[src/rtl/exu_lsu.sv]
// exu_lsu: load/store stage after the ALU; one 32-bit memory op in flight, aligned/extended writeback
module exu_lsu #(
    parameter int          RD_W     = 5,
    parameter logic [31:0] INIT_OUT = '0
) (
    input  logic            clock,
    input  logic            reset,
    input  logic            in_valid,
    output logic            in_ready,
    input  logic [31:0]     in_val,
    input  logic [31:0]     in_wdata,
    input  logic            in_ren,
    input  logic            in_wen,
    input  logic [2:0]      in_funct3,
    input  logic [RD_W-1:0] in_rd,
    output logic            mem_req_valid,
    input  logic            mem_req_ready,
    output logic            mem_we,
    output logic [31:0]     mem_addr,
    output logic [31:0]     mem_wdata,
    output logic [3:0]      mem_wstrb,
    input  logic            mem_rsp_valid,
    input  logic [31:0]     mem_rdata,
    input  logic            mem_rsp_err,
    output logic            out_valid,
    input  logic            out_ready,
    output logic [31:0]     out_data,
    output logic [RD_W-1:0] out_rd,
    output logic            out_err
);
    typedef enum logic [1:0] {IDLE, REQ, WAIT, DONE} state_t;
    state_t state, state_nxt;
    logic [2:0] f3;
    logic [1:0] off;
    logic mem_op, ill, mis, bad, accept;
    logic [31:0] wdata_nxt, s, load_val;
    logic [3:0] strb_nxt;
    assign accept = in_ready && in_valid;
    assign in_ready = state == IDLE && !reset;
    assign mem_req_valid = state == REQ;
    assign out_valid = state == DONE;
    assign mem_op = in_ren | in_wen;
    assign ill = in_wen ? in_funct3 > 3'b010
                        : !(in_funct3 inside {3'b000, 3'b001, 3'b010, 3'b100, 3'b101});
    assign mis = (in_funct3[1:0] == 2'b01 && in_val[0]) || (in_funct3 == 3'b010 && in_val[1:0] != 2'b00);
    assign bad = mem_op && ((in_ren && in_wen) || ill || mis);
    assign strb_nxt = in_funct3[1:0] == 2'b00 ? 4'b0001 << in_val[1:0]
                    : in_funct3[1:0] == 2'b01 ? 4'b0011 << in_val[1:0] : 4'b1111;
    assign wdata_nxt = in_funct3[1:0] == 2'b00 ? {4{in_wdata[7:0]}}
                     : in_funct3[1:0] == 2'b01 ? {2{in_wdata[15:0]}} : in_wdata;
    assign s = mem_rdata >> {off, 3'b000};
    assign load_val = f3 == 3'b000 ? {{24{s[7]}}, s[7:0]}
                    : f3 == 3'b001 ? {{16{s[15]}}, s[15:0]}
                    : f3 == 3'b100 ? {24'd0, s[7:0]}
                    : f3 == 3'b101 ? {16'd0, s[15:0]} : s;
    always_comb begin
        state_nxt = state;
        case (state)
            IDLE: state_nxt = in_valid ? (mem_op && !bad ? REQ : DONE) : IDLE;
            REQ:  state_nxt = mem_req_ready ? WAIT : REQ;
            WAIT: state_nxt = mem_rsp_valid ? DONE : WAIT;
            DONE: state_nxt = out_ready ? IDLE : DONE;
            default: state_nxt = IDLE;
        endcase
    end
    always_ff @(posedge clock) begin
        if (reset) state <= IDLE;
        else state <= state_nxt;
    end
    always_ff @(posedge clock) begin
        if (reset) begin
            f3 <= '0;
            off <= '0;
            mem_we <= 1'b0;
            mem_addr <= '0;
            mem_wdata <= '0;
            mem_wstrb <= '0;
            out_data <= INIT_OUT;
            out_rd <= '0;
            out_err <= 1'b0;
        end else begin
            if (accept) begin
                f3 <= in_funct3;
                off <= in_val[1:0];
                mem_we <= in_wen;
                mem_addr <= {in_val[31:2], 2'b00};
                mem_wdata <= wdata_nxt;
                mem_wstrb <= in_wen ? strb_nxt : 4'b0000;
                out_data <= mem_op ? 32'd0 : in_val;
                out_rd <= in_rd;
                out_err <= bad;
            end
            // stores and bus errors complete with zero data
            if (state == WAIT && mem_rsp_valid) begin
                out_err <= mem_rsp_err;
                out_data <= (mem_rsp_err || mem_we) ? 32'd0 : load_val;
            end
        end
    end
endmodule
[config.mk]
export PLATFORM = sky130hd
export DESIGN_NAME = exu_lsu
export DESIGN_NICKNAME = d
export VERILOG_FILES = /design/src/rtl/exu_lsu.sv
export SDC_FILE = /design/constraint.sdc
export NUM_CORES = 1
export LEC_CHECK = 0
export ABC_AREA = 1
export CAP_MARGIN = 0
export CORE_ASPECT_RATIO = 1.4
export CORE_MARGIN = 5
export CORE_UTILIZATION = 45
export DETAILED_ROUTE_END_ITERATION = 10
export PLACE_DENSITY = 0.81
export SLEW_MARGIN = 15
export SYNTH_ARGS = -nofsm -noshare
export SYNTH_HDL_FRONTEND = slang
export SYNTH_SLANG_ARGS = --single-unit
[constraint.sdc]
create_clock -name clock -period 3.4 [get_ports clock]
set_input_delay 1.02 -clock clock [delete_from_list [all_inputs] [get_ports clock]]
set_output_delay 1.02 -clock clock [all_outputs]
set_load 0.02 [all_outputs]
==> results, run 1 <==
- The flow ran to the end, and the final reports show no timing, DRC or antenna violations.
- The clock buffer count from CTS is 9.
- For this run, asynchronously set or reset flops after synthesis account for 0.
- The detailed router placed 6147 vias in this run.
- The die area is 14680 µm².
- The cell chosen for the clock root is sky130_fd_sc_hd__clkbuf_16.
- The worst supply voltage drop on vdd is 0.2867 mV.
- The congestion estimate from routability-driven global placement came to 0.9763.
- The signal on the critical path passes through clkdlybuf4s50_1 -> nor3_1 -> dlygate4sd2_1.
- The post-placement worst setup slack is -0.03535 ns.
- After floorplanning, the core was divided into 48 placement rows.
- Clock latency on the worst-skew pair, taken at its later pin, is 0.35 ns.
- The HPWL reported at the end of detailed placement is 13.49 mm.
- The transition time at the pin with the least slew margin is 0.6788 ns.
- The share of the Yosys chip area taken by registers is 0.4041.
- The top cell type's share of synthesized area is 0.4041.
- The y dimension of the die is 141.4 µm.
- Once the clock tree was built, the setup fixing pass inserted 0 buffers.
- The aggregate global routing overflow is 0.
- No sink is reached through more buffers than the 2 on the longest clock path.
- For this run, the detailed router's first-pass iteration total came to 6.
- The layout cell share with drive strength beyond 1 is 0.03704.
- In the final routed layout, each cell accounts on average for 15.38 µm.
- In the routed layout, each cell is associated on average with a via count of 5.223.
- For this design, the CTS-stage hold fixing added 0 buffers.
- The count of final max-slew check failures is 0.
- The critical setup path kind is in2out.
- The achievable clock frequency is 319.8 MHz.
- The maximum net fanout on the critical path is 2.
- The floorplan step defined a core boundary enclosing 12190 µm².
- The top cell type by total area after synthesis is sky130_fd_sc_hd__dfxtp_1.
- Of the available clock period, the critical path in the final layout requires 0.9198.
- The setup slack of the critical path after layout is 0.2728 ns.
- Sorting the synthesized cells by area gives the leading types as sky130_fd_sc_hd__dfxtp_1 (40%), sky130_fd_sc_hd__nand2_1 (15%), sky130_fd_sc_hd__o21ai_0 (11%).
- The power consumption is 4.289 mW.
- The minimum period implied by the final worst setup slack is 3.127 ns.
- In this run the power density over the cells is 529.1 nW/µm².
- STA classifies the critical path startpoint as an input pin.
- The number of global-route vias before repair is 5780.
- The Yosys warning count is 0.
- A synthesized cell averages 6.630 µm².
- The number of endpoints failing setup at the final stage is 0.
- Clock tree synthesis found a total of 112 sinks.
- The number of antenna violations at the first check in global routing was 1.
- For the final database, setup skew stands at 0.006994 ns.
- At the end of the flow, the number of nets in the layout was 1138.
- The aggregate global-route resource usage is 0.2365.
- The post-detailed-route DRC marker count is 0.
- The post-synthesis instance area is 5549 µm².
- Counting the fill cells in the layout gives 1098.
- Synthesis produced a netlist whose cell count is 837.
- The layout overhead on the synthesized area is 46.09%.
- After synthesis the netlist holds a flip-flop and latch count of 112.
- In this run the tightest slew margin relative to its limit is 0.5469.
- In this run, the number of DRC markers left after iteration 0 of detailed routing was 300.
- The path class of the tightest hold or removal check is reg2reg.
- The clock tree from TritonCTS is built.
- The initial standard-cell utilization of the core is 0.4552.
- Summed over all layers, the routed wires come to 18.10 mm.
- The pin count of the biggest net entering global routing is 115.
- The static leakage power is 3.443 nW.
- At the worst endpoint, the required time is 2.38 ns.
- In this run the horizontal extent of the chip is 103.9 µm.
- The number of distinct standard cells referenced by the synthesized netlist is 28.
- The cell with the largest stage delay on the worst path is sky130_fd_sc_hd__clkdlybuf4s50_1.
- The stage delay of the slowest cell on the critical path is 0.43 ns.
- Clock-pin slew was measured on the worst setup and hold paths at 0.07 ns.
- The hold violation total from the final report is 0.
- Setup repair after global routing left no endpoint under its margin.
- The maximum level of the CTS H-tree is 3.
- The most used flip-flop cell after synthesis is sky130_fd_sc_hd__dfxtp_1.
- In this run the tool buffered the top-level ports with 220 buffer cells.
- The wire length of the first global-routing pass is 28.69 mm.
- The synthesized design contains 0 enable-type register cells.
- The number of gates resized after CTS was 1.
- For the worst setup path, the data arrival time is 2.11 ns.
- The worst setup path is captured at an output port.
- In this run the remaining antenna-violating nets after routing total 0.
- For this design the top-level I/O count stands at 223.
- The number of max-cap violations is 0.
sequential cells by signal (all words and copies together) (netlist names):
signal and cells:
f3 3, mem_addr 30, mem_wdata 32, mem_we 1, mem_wstrb 4, off 2, out_data 32, out_err 1
out_rd 5, state 2
final timing paths:
kind	cells past startpoint	start	endpoint	slack (ns)
max reg2reg	7	off[1]	out_data[27]	1.18
max	3	reset	in_ready	0.27
min reg2reg	2	mem_wdata[28]	mem_wdata[28]	0.46
min	2	mem_wdata[28]	mem_wdata[28]	0.46
routing by layer:
layer | wire, µm | global-route usage | vias up
met1 | 6732 | 0.2539 | 2749
met2 | 9360 | 0.4341 | 224
met4 | 758 | 0.1010 | 0
met3 | 1251 | 0.06327 | 50
li1 | - | - | 3124
met5 | 0 | 0 | -
per-stage QoR:
step / utilization / TNS (ns) / cells / cell area [µm²] / hold WS, ns
4_1_cts: 0.6647 / 0 / 1176 / 8104 / 0.4632
3_3_place_gp: 0.6410 / 0 / 1160 / 7815 / 0.4492
5_1_grt: 0.6649 / 0 / 1177 / 8107 / 0.4802
6_report: 0.6649 / 0 / 1177 / 8107 / 0.4618
2_1_floorplan: - / 0 / 838 / 5553 / 0.4703
3_5_place_dp: 0.6410 / -0.03535 / 1160 / 7815 / 0.4531
cells in the mapped netlist (5+ instances only):
master / n
sky130_fd_sc_hd__o21ai_0: 126
sky130_fd_sc_hd__dfxtp_1: 112
sky130_fd_sc_hd__o21a_1: 5
sky130_fd_sc_hd__nand2_1: 224
sky130_fd_sc_hd__nand3_1: 67
sky130_fd_sc_hd__nor2_1: 61
sky130_fd_sc_hd__o21bai_1: 8
sky130_fd_sc_hd__a31oi_1: 19
sky130_fd_sc_hd__buf_1: 7
sky130_fd_sc_hd__buf_2: 15
sky130_fd_sc_hd__a21oi_1: 57
sky130_fd_sc_hd__inv_1: 60
sky130_fd_sc_hd__clkbuf_1: 34
sky130_fd_sc_hd__o211ai_1: 14
cell usage in the layout (no fill, tap or decap), types with 4 or more instances in the layout:
master | Yosys | layout
sky130_fd_sc_hd__buf_4 | 2 | 8
sky130_fd_sc_hd__nor3_1 | 4 | 4
sky130_fd_sc_hd__o21a_1 | 5 | 5
sky130_fd_sc_hd__dfxtp_1 | 112 | 112
sky130_fd_sc_hd__a21oi_1 | 57 | 57
sky130_fd_sc_hd__nand2_1 | 224 | 223
sky130_fd_sc_hd__o211ai_1 | 14 | 14
sky130_fd_sc_hd__clkdlybuf4s50_1 | 0 | 219
sky130_fd_sc_hd__o21bai_1 | 8 | 8
sky130_fd_sc_hd__clkbuf_16 | 0 | 9
sky130_fd_sc_hd__a31oi_1 | 19 | 19
sky130_fd_sc_hd__o21ai_0 | 126 | 126
sky130_fd_sc_hd__nand3_1 | 67 | 67
sky130_fd_sc_hd__inv_1 | 60 | 59
sky130_fd_sc_hd__ha_1 | 4 | 4
sky130_fd_sc_hd__nor2_1 | 61 | 61
cells by family (layout without fill, tap and decap cells):
group	after synthesis	in the layout	share of synthesized area
and+or+nand+nor	366	366	0.2713
other	1	3	0.0006758
DFF	112	112	0.4041
adders and majority gates	4	4	0.009020
AOI/OAI and AO/OA	232	232	0.2264
buffers and inverters	122	310	0.08861
critical path: cells and delay by family:
| family | cells | cell delay [ns] |
|---|---|---|
| AND/OR/NAND/NOR | 1 | 0.26 |
| buffers and inverters | 2 | 0.82 |
report_power, final:
group | internal (mW) | total (mW) | switching [mW]
Combinational | 0.697 | 1.61 | 0.913
Sequential | 1.52 | 1.64 | 0.115
Clock | 0.527 | 1.04 | 0.515
Total | 2.75 | 4.29 | 1.54
layout make-up:
class | instances | area [µm²] | share of cell area
multi-input combinational | 604 | 2826 | 0.3487
clock inverter | 6 | 51.30 | 0.006328
inverter | 63 | 236.5 | 0.02917
antenna | 1 | 2.502 | 0.0003087
clock buffer | 10 | 239.0 | 0.02948
tap | 150 | 187.7 | 0.02315
timing repair buffer | 231 | 2321 | 0.2863
sequential | 112 | 2242 | 0.2766
No activity file was read; power rests on OpenSTA's default activity.
==> run 2, diff against run 1 <==
CORE_UTILIZATION = 35   (was 45)
PLACE_DENSITY = 0.65   (was 0.81)
==> run 2 against run 1 <==
Against the previous run:
- sequential share of layout area decreased by 0.18 points
- sequential cell count unchanged
- first-iteration DRC count increased by 6.3%
- critical endpoint unchanged
==> results, run 2 (synthesis gave the netlist of run 1 again) <==
- The clock-pin slew of the registers on the worst-case setup and hold paths is 0.08 ns (about the same).
- STA classifies the critical path startpoint as an input pin.
- The via density per instance is 5.039 (-3.5%).
- The routed length per instance is 15.92 µm (+3.5%).
- The run finished with clean final reports.
- The post-placement worst setup slack is 0.05784 ns (+0.09319 ns).
- The insertion delay of the later-clocked pin in the worst-skew pair came to 0.35 ns (about the same).
- The final weighted congestion of routability-driven global placement came to 0.9179 (-6.0%).
- The largest registers in the layout are mem_wdata (32), out_data (32), mem_addr (30).
- The maximum count of clock buffers along a single path is 2 (unchanged).
- The worst relative slew slack is 0.5244 (-0.02250).
- The area of the placeable core is 15610 µm² (+28%).
- The number of antenna violations at the first check in global routing is 0 (-1).
- The die area is 18510 µm² (+26%).
- The detailed router's first-iteration violation count is 319 (+6.3%).
- The post-detailed-route DRC marker count came to 0 (unchanged).
- The number of resized instances in the post-cts repair step is 0 (-1).
- The worst min-delay path class is reg2reg.
- The total power per unit cell area is 526.1 nW/µm² (-0.58%).
- The layout cell share with drive strength beyond 1 is 0.03794 (+0.0009007).
- The total wirelength of the detailed-routed design is 19.48 mm (+7.6%).
- The HPWL reported at the end of detailed placement came to 14.41 mm (+6.8%).
- The number of cell instances on the worst register-to-register path is 7 (unchanged).
- The endpoint class of the critical path is an output port.
- The initial standard-cell utilization of the core is 0.3555 (-0.09961).
- The critical setup path kind is in2out.
- The hold violation total from the final report was 0 (unchanged).
- The maximum net fanout on the critical path is 2 (unchanged).
- The worst supply voltage drop on vdd was 0.2701 mV (-5.8%).
- The library cells used most frequently in the layout, excluding fill and tap cells, are sky130_fd_sc_hd__nand2_1 (223), sky130_fd_sc_hd__clkdlybuf4s50_1 (219), sky130_fd_sc_hd__o21ai_0 (126), sky130_fd_sc_hd__dfxtp_1 (112), sky130_fd_sc_hd__nand3_1 (67).
- The worst endpoint required time is 2.38 ns (about the same).
- The wire length of the first global-routing pass is 30.66 mm (+6.9%).
- Setup repair after global routing left no endpoint under its margin.
- The number of max-cap violations is 0 (unchanged).
- TritonCTS built the clock tree.
- The number of nets at the end of the flow is 1140 (+0.18%).
- The aggregate global routing overflow came to 0 (unchanged).
- The count of antenna diodes in the layout is 0 (-1).
- The number of search-and-repair iterations in the first detailed-routing pass is 4 (-2).
- The overall die width is 116.4 µm (+12%).
- The setup slack of the critical path after layout is 0.4557 ns (+0.1829 ns).
- The cell chosen for the clock root is sky130_fd_sc_hd__clkbuf_16.
- The number of global-route vias before repair was 5961 (+3.1%).
- The fill cell instance count of the final layout is 1582 (+44%).
- The depth of the worst hold-timing path was 2 (unchanged).
- The static leakage power is 3.457 nW (+0.42%).
- The maximum level of the CTS H-tree is 3 (unchanged).
- The minimum period implied by the final worst setup slack is 2.944 ns (-0.1829 ns).
- The post-route cell area is 8159 µm² (+0.65%).
- The setup TNS after final layout is 0 ns (unchanged).
- The period utilization was 0.8660 (-0.05380).
- The worst endpoint data arrival time is 1.92 ns (-0.19 ns).
- The total I/O pin count is 223 (unchanged).
- The count of nets left with antenna violations after detail routing is 0 (unchanged).
- The y dimension of the die was 159.0 µm (+12%).
- The total via count in the routed design is 6168 (+0.34%).
- The number of endpoints failing setup at the final stage was 0 (unchanged).
- The post-CTS repair timing setup buffer count is 0 (unchanged).
- The pin count of the biggest net entering global routing is 67 (-42%).
- The aggregate global-route resource usage is 0.2062 (-0.03027).
- The maximum clock skew at final layout is 0.008515 ns (+0.001521 ns).
- The floorplan row count came to 54 (+13%).
- The achievable clock frequency is 339.6 MHz (+6.2%).
- The TritonCTS sink count came to 112 (unchanged).
- The final design utilization is 0.5228 (-0.1422).
- The number of buffers added on ports was 220 (unchanged).
- The count of final max-slew check failures is 0 (unchanged).
- The transition time at the pin with the least slew margin is 0.7126 ns (+0.03372 ns).
- The quantity of hold-fixing buffers added after cts was 0 (unchanged).
- The total placed instance area was 7875 µm² (+0.77%).
- The clock buffer count from CTS was 9 (unchanged).
- Leaving out fill and tap cells, the most frequent cell in the layout is sky130_fd_sc_hd__nand2_1.
- The layout overhead on the synthesized area is 47.04%.
## run 2: cell count changes in the layout (fill, tap and decap cells not counted), sizes merged
cell | previous run | this run
buf | 11 | 13
clkinvlp | 3 | 2
diode | 1 | 0
dlygate4sd2 | 1 | 0
dlymetal6s2s | 0 | 1
inv | 63 | 64
## run 2: stage by stage
step	total power, mW	hold slack, ns	instances
after floorplan	2.535	0.4703	838
after global placement	3.290	0.4500	1208
after detailed placement	3.298	0.4564	1208
after CTS	4.348	0.4689	1224
after global routing	4.558	0.4851	1224
final	4.292	0.4655	1224
## run 2: path summary, 6_finish.rpt
| path | end | from | slack (ns) |
|---|---|---|---|
| setup reg to reg | out_data[27] | off[1] | 1.09 |
| setup / recovery | in_ready | reset | 0.46 |
| hold / removal | out_rd[2] | out_rd[2] | 0.47 |
| hold reg to reg | out_rd[2] | out_rd[2] | 0.47 |
## run 2: metal layers
layer / wire length (µm) / part of all wire / global-route usage / up-vias
met5: 0 / 0 / 0 / -
met4: 416 / 0.021 / 0.06174 / 0
met3: 1449 / 0.074 / 0.05437 / 24
met2: 10280 / 0.53 / 0.3763 / 191
met1: 7331 / 0.38 / 0.2285 / 2815
li1: - / - / - / 3138
## run 2: area by class of cell
| type | instances | area (µm²) | area share |
|---|---|---|---|
| multi-input cells | 604 | 2826 | 0.3464 |
| repair buffers | 233 | 2327 | 0.2852 |
| flip-flops and latches | 112 | 2242 | 0.2748 |
| well taps | 196 | 245.2 | 0.03006 |
| inverters | 63 | 236.5 | 0.02898 |
| clock buffers | 10 | 229.0 | 0.02806 |
| clock inverters | 6 | 52.55 | 0.006441 |
## run 2: where the power goes
group	switching [mW]	leakage (nW)	internal [mW]
Sequential	0.115	0.920	1.52
Combinational	0.926	2.41	0.693
Clock	0.525	0.132	0.511
Total	1.57	3.46	2.73
## run 2: worst max-delay path: stages
cell                              delay [ns]
sky130_fd_sc_hd__clkdlybuf4s50_1        0.43
sky130_fd_sc_hd__nor3_1                 0.21
sky130_fd_sc_hd__dlymetal6s2s_1         0.27
